File: config.mk
export PLATFORM = sky130hd
export DESIGN_NAME = fetch_sequencer_flat
export DESIGN_NICKNAME = d
export VERILOG_FILES = /design/src/rtl/fetch_sequencer_if.sv /design/src/rtl/fetch_sequencer.sv /design/src/flat_wrapper.sv
export SDC_FILE = /design/constraint.sdc
export NUM_CORES = 1
export LEC_CHECK = 0
export BUFFER_PORTS_ARGS = -buffer_cell sky130_fd_sc_hd__buf_2
export CAP_MARGIN = 0
export CORE_ASPECT_RATIO = 0.6
export CORE_UTILIZATION = 45
export CTS_BUF_LIST = sky130_fd_sc_hd__clkbuf_4
export CTS_CLUSTER_DIAMETER = 150
export CTS_CLUSTER_SIZE = 24
export DETAILED_ROUTE_END_ITERATION = 8
export PLACE_DENSITY = 0.71
export SLEW_MARGIN = 20
export SYNTH_ARGS = -nofsm -noshare
export SYNTH_HDL_FRONTEND = slang
export SYNTH_SLANG_ARGS = --single-unit
File: constraint.sdc
create_clock -name in_clk -period 6.7 [get_ports in_clk]
set_clock_uncertainty 0.1 [all_clocks]
set_input_delay 0.335 -clock in_clk [delete_from_list [all_inputs] [get_ports in_clk]]
set_output_delay 0.335 -clock in_clk [all_outputs]
set_load 0.01 [all_outputs]
File: src/rtl/fetch_sequencer_if.sv
// Fetch front-end bundle: instruction-memory handshake, decode-facing
// outputs and the execute-stage redirect inputs.
interface fetch_sequencer_if #(
   parameter int PC_W    = 32,
   parameter int INSTR_W = 32
);
   // instruction memory handshake
   logic               out_imem_req;
   logic [PC_W-1:0]    out_imem_addr;
   logic               in_imem_ack;
   logic [INSTR_W-1:0] in_imem_rdata;

   // decode side
   logic [INSTR_W-1:0] out_instr;
   logic [PC_W-1:0]    out_instr_pc;
   logic [3:0]         out_opcode;
   logic               out_valid;
   logic               in_stall;

   // redirect from execute
   logic               in_ctrl_jump;
   logic               in_ctrl_branch;
   logic               in_ctrl_btype;
   logic               in_flag_z;
   logic               in_flag_n;
   logic [PC_W-1:0]    in_target;

   // fetch sequencer side
   modport master (
      output out_imem_req, out_imem_addr,
      input  in_imem_ack, in_imem_rdata,
      output out_instr, out_instr_pc, out_opcode, out_valid,
      input  in_stall,
      input  in_ctrl_jump, in_ctrl_branch, in_ctrl_btype,
      input  in_flag_z, in_flag_n, in_target
   );

   // memory / decode / execute side
   modport slave (
      input  out_imem_req, out_imem_addr,
      output in_imem_ack, in_imem_rdata,
      input  out_instr, out_instr_pc, out_opcode, out_valid,
      output in_stall,
      output in_ctrl_jump, in_ctrl_branch, in_ctrl_btype,
      output in_flag_z, in_flag_n, in_target
   );
endinterface

File: src/rtl/fetch_sequencer.sv
// Instruction fetch front end: single-outstanding request/ack to instruction
// memory, one-entry skid buffer behind the decode register, and PC redirect
// from execute-stage jump/branch resolution.
module fetch_sequencer #(
   parameter int              PC_W     = 32,
   parameter int              INSTR_W  = 32,
   parameter logic [PC_W-1:0] RESET_PC = '0
) (
   input  logic               in_clk,
   input  logic               in_rst,
   fetch_sequencer_if.master  bus
);

   typedef enum logic [1:0] {
      IDLE,   // no request; next cycle starts fetching
      FETCH,  // request at fetch_addr outstanding
      DRAIN,  // waiting out a request made obsolete by a redirect
      FULL    // decode register and skid buffer both occupied
   } state_t;

   state_t             state_q, state_d;
   logic [PC_W-1:0]    fetch_addr_q, fetch_addr_d;
   logic [PC_W-1:0]    drain_addr_q, drain_addr_d;
   logic [INSTR_W-1:0] out_instr_q, out_instr_d;
   logic [PC_W-1:0]    out_pc_q, out_pc_d;
   logic               out_valid_q, out_valid_d;
   logic [INSTR_W-1:0] pend_instr_q, pend_instr_d;
   logic [PC_W-1:0]    pend_pc_q, pend_pc_d;
   logic               pend_valid_q, pend_valid_d;

   logic redirect;
   logic transfer;

   // Resolve redirect and decode handshake for this cycle.
   always_comb begin
      redirect = bus.in_ctrl_jump |
                 (bus.in_ctrl_branch & (bus.in_ctrl_btype ? bus.in_flag_n : bus.in_flag_z));
      transfer = out_valid_q & ~bus.in_stall;
   end

   // Next-state and datapath update; redirect overrides everything else.
   always_comb begin
      // NOTE: every variable gets its hold value first so no path leaves it
      // unassigned; otherwise the tool infers a latch.
      state_d      = state_q;
      fetch_addr_d = fetch_addr_q;
      drain_addr_d = drain_addr_q;
      out_instr_d  = out_instr_q;
      out_pc_d     = out_pc_q;
      out_valid_d  = out_valid_q;
      pend_instr_d = pend_instr_q;
      pend_pc_d    = pend_pc_q;
      pend_valid_d = pend_valid_q;

      // Decode consumed the presented word: refill from the skid buffer.
      if (transfer) begin
         if (pend_valid_q) begin
            out_instr_d  = pend_instr_q;
            out_pc_d     = pend_pc_q;
            pend_valid_d = 1'b0;
         end else begin
            out_valid_d  = 1'b0;
         end
      end

      if (redirect) begin
         out_valid_d  = 1'b0;
         pend_valid_d = 1'b0;
         fetch_addr_d = bus.in_target;
         unique case (state_q)
            FETCH: begin
               if (bus.in_imem_ack) begin
                  state_d = FETCH;
               end else begin
                  state_d      = DRAIN;
                  drain_addr_d = fetch_addr_q;
               end
            end
            DRAIN:   state_d = bus.in_imem_ack ? FETCH : DRAIN;
            default: state_d = FETCH;
         endcase
      end else begin
         unique case (state_q)
            IDLE: state_d = FETCH;
            FETCH: begin
               if (bus.in_imem_ack) begin
                  fetch_addr_d = fetch_addr_q + PC_W'(1);
                  // The skid buffer is only ever occupied in FULL, so here a
                  // returning word lands in out or, if out is held, in pend.
                  if (!out_valid_q || transfer) begin
                     out_instr_d = bus.in_imem_rdata;
                     out_pc_d    = fetch_addr_q;
                     out_valid_d = 1'b1;
                  end else begin
                     pend_instr_d = bus.in_imem_rdata;
                     pend_pc_d    = fetch_addr_q;
                     pend_valid_d = 1'b1;
                     state_d      = FULL;
                  end
               end
            end
            DRAIN: begin
               if (bus.in_imem_ack) state_d = FETCH;
            end
            FULL: begin
               if (transfer) state_d = FETCH;
            end
            default: state_d = IDLE;
         endcase
      end
   end

   // Control and decode-register state with synchronous reset.
   always_ff @(posedge in_clk) begin
      // NOTE: sequential state uses non-blocking assignments so every
      // register samples the pre-edge values regardless of statement order.
      if (in_rst) begin
         state_q      <= IDLE;
         fetch_addr_q <= RESET_PC;
         out_instr_q  <= '0;
         out_pc_q     <= '0;
         out_valid_q  <= 1'b0;
         pend_valid_q <= 1'b0;
      end else begin
         state_q      <= state_d;
         fetch_addr_q <= fetch_addr_d;
         out_instr_q  <= out_instr_d;
         out_pc_q     <= out_pc_d;
         out_valid_q  <= out_valid_d;
         pend_valid_q <= pend_valid_d;
      end
   end

   // Payload-only registers, qualified by their valid bits or state.
   always_ff @(posedge in_clk) begin
      // NOTE: these carry no reset; they are never observed until a valid
      // bit or the DRAIN state qualifies them, so resetting them buys nothing.
      drain_addr_q <= drain_addr_d;
      pend_instr_q <= pend_instr_d;
      pend_pc_q    <= pend_pc_d;
   end

   // Drive the memory request and decode-facing outputs.
   always_comb begin
      bus.out_imem_req  = (state_q == FETCH) || (state_q == DRAIN);
      bus.out_imem_addr = (state_q == DRAIN) ? drain_addr_q : fetch_addr_q;
      bus.out_instr     = out_instr_q;
      bus.out_instr_pc  = out_pc_q;
      bus.out_valid     = out_valid_q;
      bus.out_opcode    = out_valid_q ? out_instr_q[INSTR_W-1 -: 4] : 4'b0000;
   end

endmodule

File: src/flat_wrapper.sv
// flat-port wrapper written by rule: the top's interface ports become plain ports
module fetch_sequencer_flat 
#(
   parameter int              PC_W     = 32,
   parameter int              INSTR_W  = 32,
   parameter logic [PC_W-1:0] RESET_PC = '0
)
  (in_clk, in_rst, bus_out_imem_req, bus_out_imem_addr, bus_in_imem_ack, bus_in_imem_rdata, bus_out_instr, bus_out_instr_pc, bus_out_opcode, bus_out_valid, bus_in_stall, bus_in_ctrl_jump, bus_in_ctrl_branch, bus_in_ctrl_btype, bus_in_flag_z, bus_in_flag_n, bus_in_target);
  fetch_sequencer_if #(.PC_W(PC_W), .INSTR_W(INSTR_W)) bus_i ();
  input  logic in_clk;
  input  logic in_rst;
  output wire logic [$bits(bus_i.out_imem_req)-1:0] bus_out_imem_req;
  output wire logic [$bits(bus_i.out_imem_addr)-1:0] bus_out_imem_addr;
  input wire logic [$bits(bus_i.in_imem_ack)-1:0] bus_in_imem_ack;
  input wire logic [$bits(bus_i.in_imem_rdata)-1:0] bus_in_imem_rdata;
  output wire logic [$bits(bus_i.out_instr)-1:0] bus_out_instr;
  output wire logic [$bits(bus_i.out_instr_pc)-1:0] bus_out_instr_pc;
  output wire logic [$bits(bus_i.out_opcode)-1:0] bus_out_opcode;
  output wire logic [$bits(bus_i.out_valid)-1:0] bus_out_valid;
  input wire logic [$bits(bus_i.in_stall)-1:0] bus_in_stall;
  input wire logic [$bits(bus_i.in_ctrl_jump)-1:0] bus_in_ctrl_jump;
  input wire logic [$bits(bus_i.in_ctrl_branch)-1:0] bus_in_ctrl_branch;
  input wire logic [$bits(bus_i.in_ctrl_btype)-1:0] bus_in_ctrl_btype;
  input wire logic [$bits(bus_i.in_flag_z)-1:0] bus_in_flag_z;
  input wire logic [$bits(bus_i.in_flag_n)-1:0] bus_in_flag_n;
  input wire logic [$bits(bus_i.in_target)-1:0] bus_in_target;
  assign bus_out_imem_req = bus_i.out_imem_req;
  assign bus_out_imem_addr = bus_i.out_imem_addr;
  assign bus_i.in_imem_ack = bus_in_imem_ack;
  assign bus_i.in_imem_rdata = bus_in_imem_rdata;
  assign bus_out_instr = bus_i.out_instr;
  assign bus_out_instr_pc = bus_i.out_instr_pc;
  assign bus_out_opcode = bus_i.out_opcode;
  assign bus_out_valid = bus_i.out_valid;
  assign bus_i.in_stall = bus_in_stall;
  assign bus_i.in_ctrl_jump = bus_in_ctrl_jump;
  assign bus_i.in_ctrl_branch = bus_in_ctrl_branch;
  assign bus_i.in_ctrl_btype = bus_in_ctrl_btype;
  assign bus_i.in_flag_z = bus_in_flag_z;
  assign bus_i.in_flag_n = bus_in_flag_n;
  assign bus_i.in_target = bus_in_target;
  fetch_sequencer #(.PC_W(PC_W), .INSTR_W(INSTR_W), .RESET_PC(RESET_PC)) u_core (.in_clk(in_clk), .in_rst(in_rst), .bus(bus_i));
endmodule
Yosys cells after proc, flatten, opt, wreduce, memory -nomap -nowiden
Cells that the tools add are included.
Cells by class
  add/subtract/negate cells: 1
  equality and inequality tests: 7
  mux-type cells: 35
  bitwise logic cells: 7
  reduce and logical (&&, ||, !) cells: 12
Operators with widths (number)
  two-way mux 32 bit: 16
  adder 32 x 1 -> 32 bit, second input constant: 1
  two-way mux 2 bit: 7
  two-way mux 1 bit: 10
  inequality test 3 x 2 -> 1 bit, second input constant: 3
  one-hot mux 2 bit (4 select lines): 1
  AND reduction 4 bit: 2
  == test 2 bit, second input constant: 2
  two-way mux 4 bit: 1
  inverter 1 bit: 4
  nonzero test 2 bit: 2
  OR reduction 2 bit: 2
  inequality test 3 x 1 -> 1 bit, second input constant: 1
  AND reduction 3 bit: 1
  bitwise AND 1 bit: 2
  == test 2 x 1 -> 1 bit, second input constant: 1
  logical NOT 2 bit: 1
  logical OR 1 bit: 2
  AND reduction 2 bit: 1
  logical NOT 1 bit: 1
  OR 1 bit: 1
Word-level totals
  register bits after elaboration: 196
  bits of input ports: 73
  output and inout port bits: 102

Logic depth before layout (Yosys ltp)
  word-level depth: 7
  mapped depth: 9
  mapped depth without buffers: 7

Least setup slack after synthesis
No wires, ideal clock.
  kind: in2reg
  start: in bus_in_ctrl_btype
  end: reg u_core.pend_instr_q[0], enable pin
  arrival: 5.282 ns
  data required time: 6.035 ns
  setup slack: 0.754 ns
  stages on the path: 3
  buffers on the path: 0
  cell sequence: mux2_4 > a21o_1 > nor3_1
Between the ends
  cells in the longest elaborated chain, start to end: 5
RTL lines
  from (decl): line flat_wrapper.sv:23  | input wire logic [$bits(bus_i.in_ctrl_btype)-1:0] bus_in_ctrl_btype;
  two-way mux 1 bit: line fetch_sequencer.sv:37  | (bus.in_ctrl_branch & (bus.in_ctrl_btype ? bus.in_flag_n : bus.in_flag_z));
  bitwise AND 1 bit: line fetch_sequencer.sv:37
  OR 1 bit: line fetch_sequencer.sv:36  | redirect = bus.in_ctrl_jump |
  inverter 1 bit (no line)
  AND reduction 4 bit (no line)
  to (signal assigned): line fetch_sequencer.sv:139  | pend_instr_q <= pend_instr_d;
  to (decl): line fetch_sequencer.sv:27  | logic [INSTR_W-1:0] pend_instr_q, pend_instr_d;
No other way between the ends.
A chain may end at the register's enable or synchronous reset.

Worst setup path after layout
  start: reg u_core.state_q[0]
  end: out bus_out_imem_addr[7]
Between the ends
  cells in the longest elaborated chain, start to end: 2
RTL lines
  from (decl): line fetch_sequencer.sv:21  | state_t state_q, state_d;
  from (signal assigned): line fetch_sequencer.sv:125  | state_q <= state_d;
  == test 2 bit: line fetch_sequencer.sv:146  | bus.out_imem_addr = (state_q == DRAIN) ? drain_addr_q : fetch_addr_q;
  two-way mux 32 bit: line fetch_sequencer.sv:146
  to (decl): line flat_wrapper.sv:13  | output wire logic [$bits(bus_i.out_imem_addr)-1:0] bus_out_imem_addr;
No other way between the ends.

==> results.yml <==
final_layout:
  diodes: 0
  stdcell_count: 1131
  nets: 955
  drive_gt1_share_pct: 33.1
  layout.core_utilization_pct: 57.0
  area_delta_synth_final_pct: 24.1
global_routing:
  overflow: 0
  grtUsageTotal_pct: 20.9
  grt_pass1_wl_um: 30500
  antenna_found_initial: 1
  grt_pass1_vias: 5538
  grt_max_degree: 79
sta:
  slew_headroom_pct: 36.4
  max_freq_mhz: 351
  period_minus_slack_ps: 2850
  tns_ps: 0
  fin_crit_sh_pct: 42.5
  setup_viol: 0
  final_hold_viol_count: 0
  setup_ws_ps: 3850
  worstMarginPinSlew_ps: 955
  slew_viol_final: 0
  rsz0062_at_grt: "no"
clock_tree:
  cts_made_buffers: 17
  htreeDepth: 4
  cts_setup_buffers: 0
  cts_tree: "done"
  clock_sinks: 196
  clk_latency_ps: 570
  ctsRootBufferMaster: "clkbuf_4"
  clock_path_buffers: 2
  path_clk_slew_ps: 160
logic_synthesis:
  synth.area.top_cells: "edfxtp_1 (35%), dfxtp_1 (24%), mux2i_1 (7.8%)"
  ys_ff_latch: 196
  seq_area_frac_synth_pct: 58.9
  synth_warnings: 0
  synth_commonest_cells: "nor2_1 (101), dfxtp_1 (100), edfxtp_1 (96)"
  synth_top_cell_by_area: "edfxtp_1"
  yosysMostFrequentCell: "nor2_1"
  synth-main-ff-cell: "dfxtp_1"
  synth_area_um2: 8300
  yosysUniqueCellTypes: 43
  syn-instance-count: 660
  syn-num-nets: 737
  async_reset_ff_share_pct: 0
  syn_avg_cell_area_um2: 12.6
  synth-edff-count: 96
  synth_top_area_share_pct: 34.8
critical_path:
  critPathLaunchType: "flop"
  slowest_delay_ps: 820
  worstPathRequired_ps: 6260
  cpMaxStageDelayCell: "ha_2"
  end_kind: "primary output"
  cp.arrival_ps: 2410
  crit_fanout: 35
  crit_chain: "inv_1 -> ha_2 -> mux2_2 -> buf_2"
  r2r-start: "u_core.state_q[1]$_SDFFE_PP0P_"
  critPathKind: "flop to primary output"
  startpoint: "u_core.state_q[0]$_SDFFE_PP0P_"
detailed_routing:
  dr.pass1.iters: 5
  drt_iter0_drc: 390
  vias: 5909
  routed.top_layer: "met5"
  route.detailed.drc: 0
  wl_um: 19400
  met2_length_um: 8270
  met3_wirelength_um: 1130
  drtAntennaViolNets: 0
  viasPerCell: 5.22
  wl_met1_um: 9890
  wl_per_cell_um: 17.2
placed_design:
  port_buffers: 174
  dpl_worst_slack_ps: 3380
  gp_congestion: 0.775
  dpl.hpwl_um: 12600
  dp.cells: 1034
hold_path:
  hp-class: "primary input to flop"
  min_from: "bus_in_imem_ack"
die:
  die_h_um: 107
  std_cell_rows: 38
  die-area_um2: 19000
  die_w_um: 177
  ios: 175
  start_util_pct: 45.9
  core_area_um2: 18100
run_status:
  outcome: "finished, final reports clean"
power:
  power_density_nw_per_um2: 226
  ir_drop_mv: 0.119
  p_leak_uw: 0.00445
run:
  cap_viol_max_count: 0
==> layer usage <==
layer | global-route usage, % | up-vias
met4 | 4.40 | 2
li1 | - | 2890
met2 | 30.3 | 163
met1 | 31.5 | 2843
met5 | 0 | -
met3 | 4.86 | 11
==> per-stage QoR <==
step | cell area, um^2 | hold WS (ps) | power [uW]
after floorplan | 8300 | 320 | 1530
after global placement | 9330 | 383 | 1640
after detailed placement | 9330 | 382 | 1650
after CTS | 10300 | 16.6 | 2350
after global routing | 10300 | 31.9 | 2420
final | 10300 | 71.9 | 2330
==> worst paths after layout <==
path / slack, ps / depth (start not counted) / to
setup / recovery: 3850 / 4 / bus_out_imem_addr[7]
setup reg to reg: 3970 / 7 / u_core.bus.out_instr[25]$_SDFF_PP0_
hold / removal: 70 / 3 / u_core.fetch_addr_q[1]$_SDFFE_PP0P_
hold reg to reg: 380 / 0 / u_core.pend_pc_q[28]$_DFFE_PP_
==> critical path: cells and delay by family, from the launching register on <==
| family | cells | cell delay [ps] |
|---|---|---|
| DFF | 1 | 360 |
| muxes | 1 | 450 |
| buffers and inverters | 2 | 230 |
| adders and majority gates | 1 | 820 |
==> report_power, final <==
part	internal [uW]	switching (uW)
clock network	240	437
logic	139	153
registers	1310	49.9
==> sequential cells by signal, summed over array words and instances (netlist names), named ones only <==
| signal | flops |
|---|---|
| u_core.pend_instr_q | 32 |
| u_core.bus.out_instr | 32 |
| u_core.pend_pc_q | 32 |
| u_core.bus.out_valid | 1 |
| u_core.drain_addr_q | 32 |
| u_core.bus.out_instr_pc | 32 |
| u_core.fetch_addr_q | 32 |
| u_core.state_q | 2 |
==> layout by cell type (no fill, tap or decap), types with 4 or more instances in the layout <==
cell type and count:
inv_1 4, a22o_1 4, edfxtp_1 96, dlygate4sd3_1 65, and2_1 4, nor2_1 101, nand4_1 18, mux2_2 31
nand3_1 11, xor2_1 22, nor3_1 4, a211oi_1 53, mux2i_1 65, clkbuf_4 17, buf_4 9, and3_1 4
dfxtp_1 100, buf_2 173, nand2_1 14, a211oi_2 39, xnor2_1 9
==> repair_timing <==
item	4_1_cts	5_1_grt
hold buffers	65	0
gates resized for setup	0	0
endpoints found under the hold margin	97	0
==> final cells by class <==
class,instances,area (um^2)
Fill cell,1529,7770
Sequential cell,196,4880
Multi-Input combinational cell,412,3190
Timing Repair Buffer,247,1580
Tap cell,240,300
Clock inverter,15,191
Clock buffer,17,128
Inverter,4,15.0
==> cells by family (layout without fill, tap and decap cells) <==
logic type                 Yosys count  after routing  share of synthesized area (%)
AOI/OAI and AO/OA                  106            106                           12.1
xor gates and xnor gates            31             31                           3.27
adders and majority gates            4              4                          0.603
buffers and inverters               52            283                           2.82
DFF                                196            196                           58.9
muxes                               97             97                           12.2
and+or+nand+nor                    174            174                           10.1
Note: power is estimated with default switching activity, not from simulation.
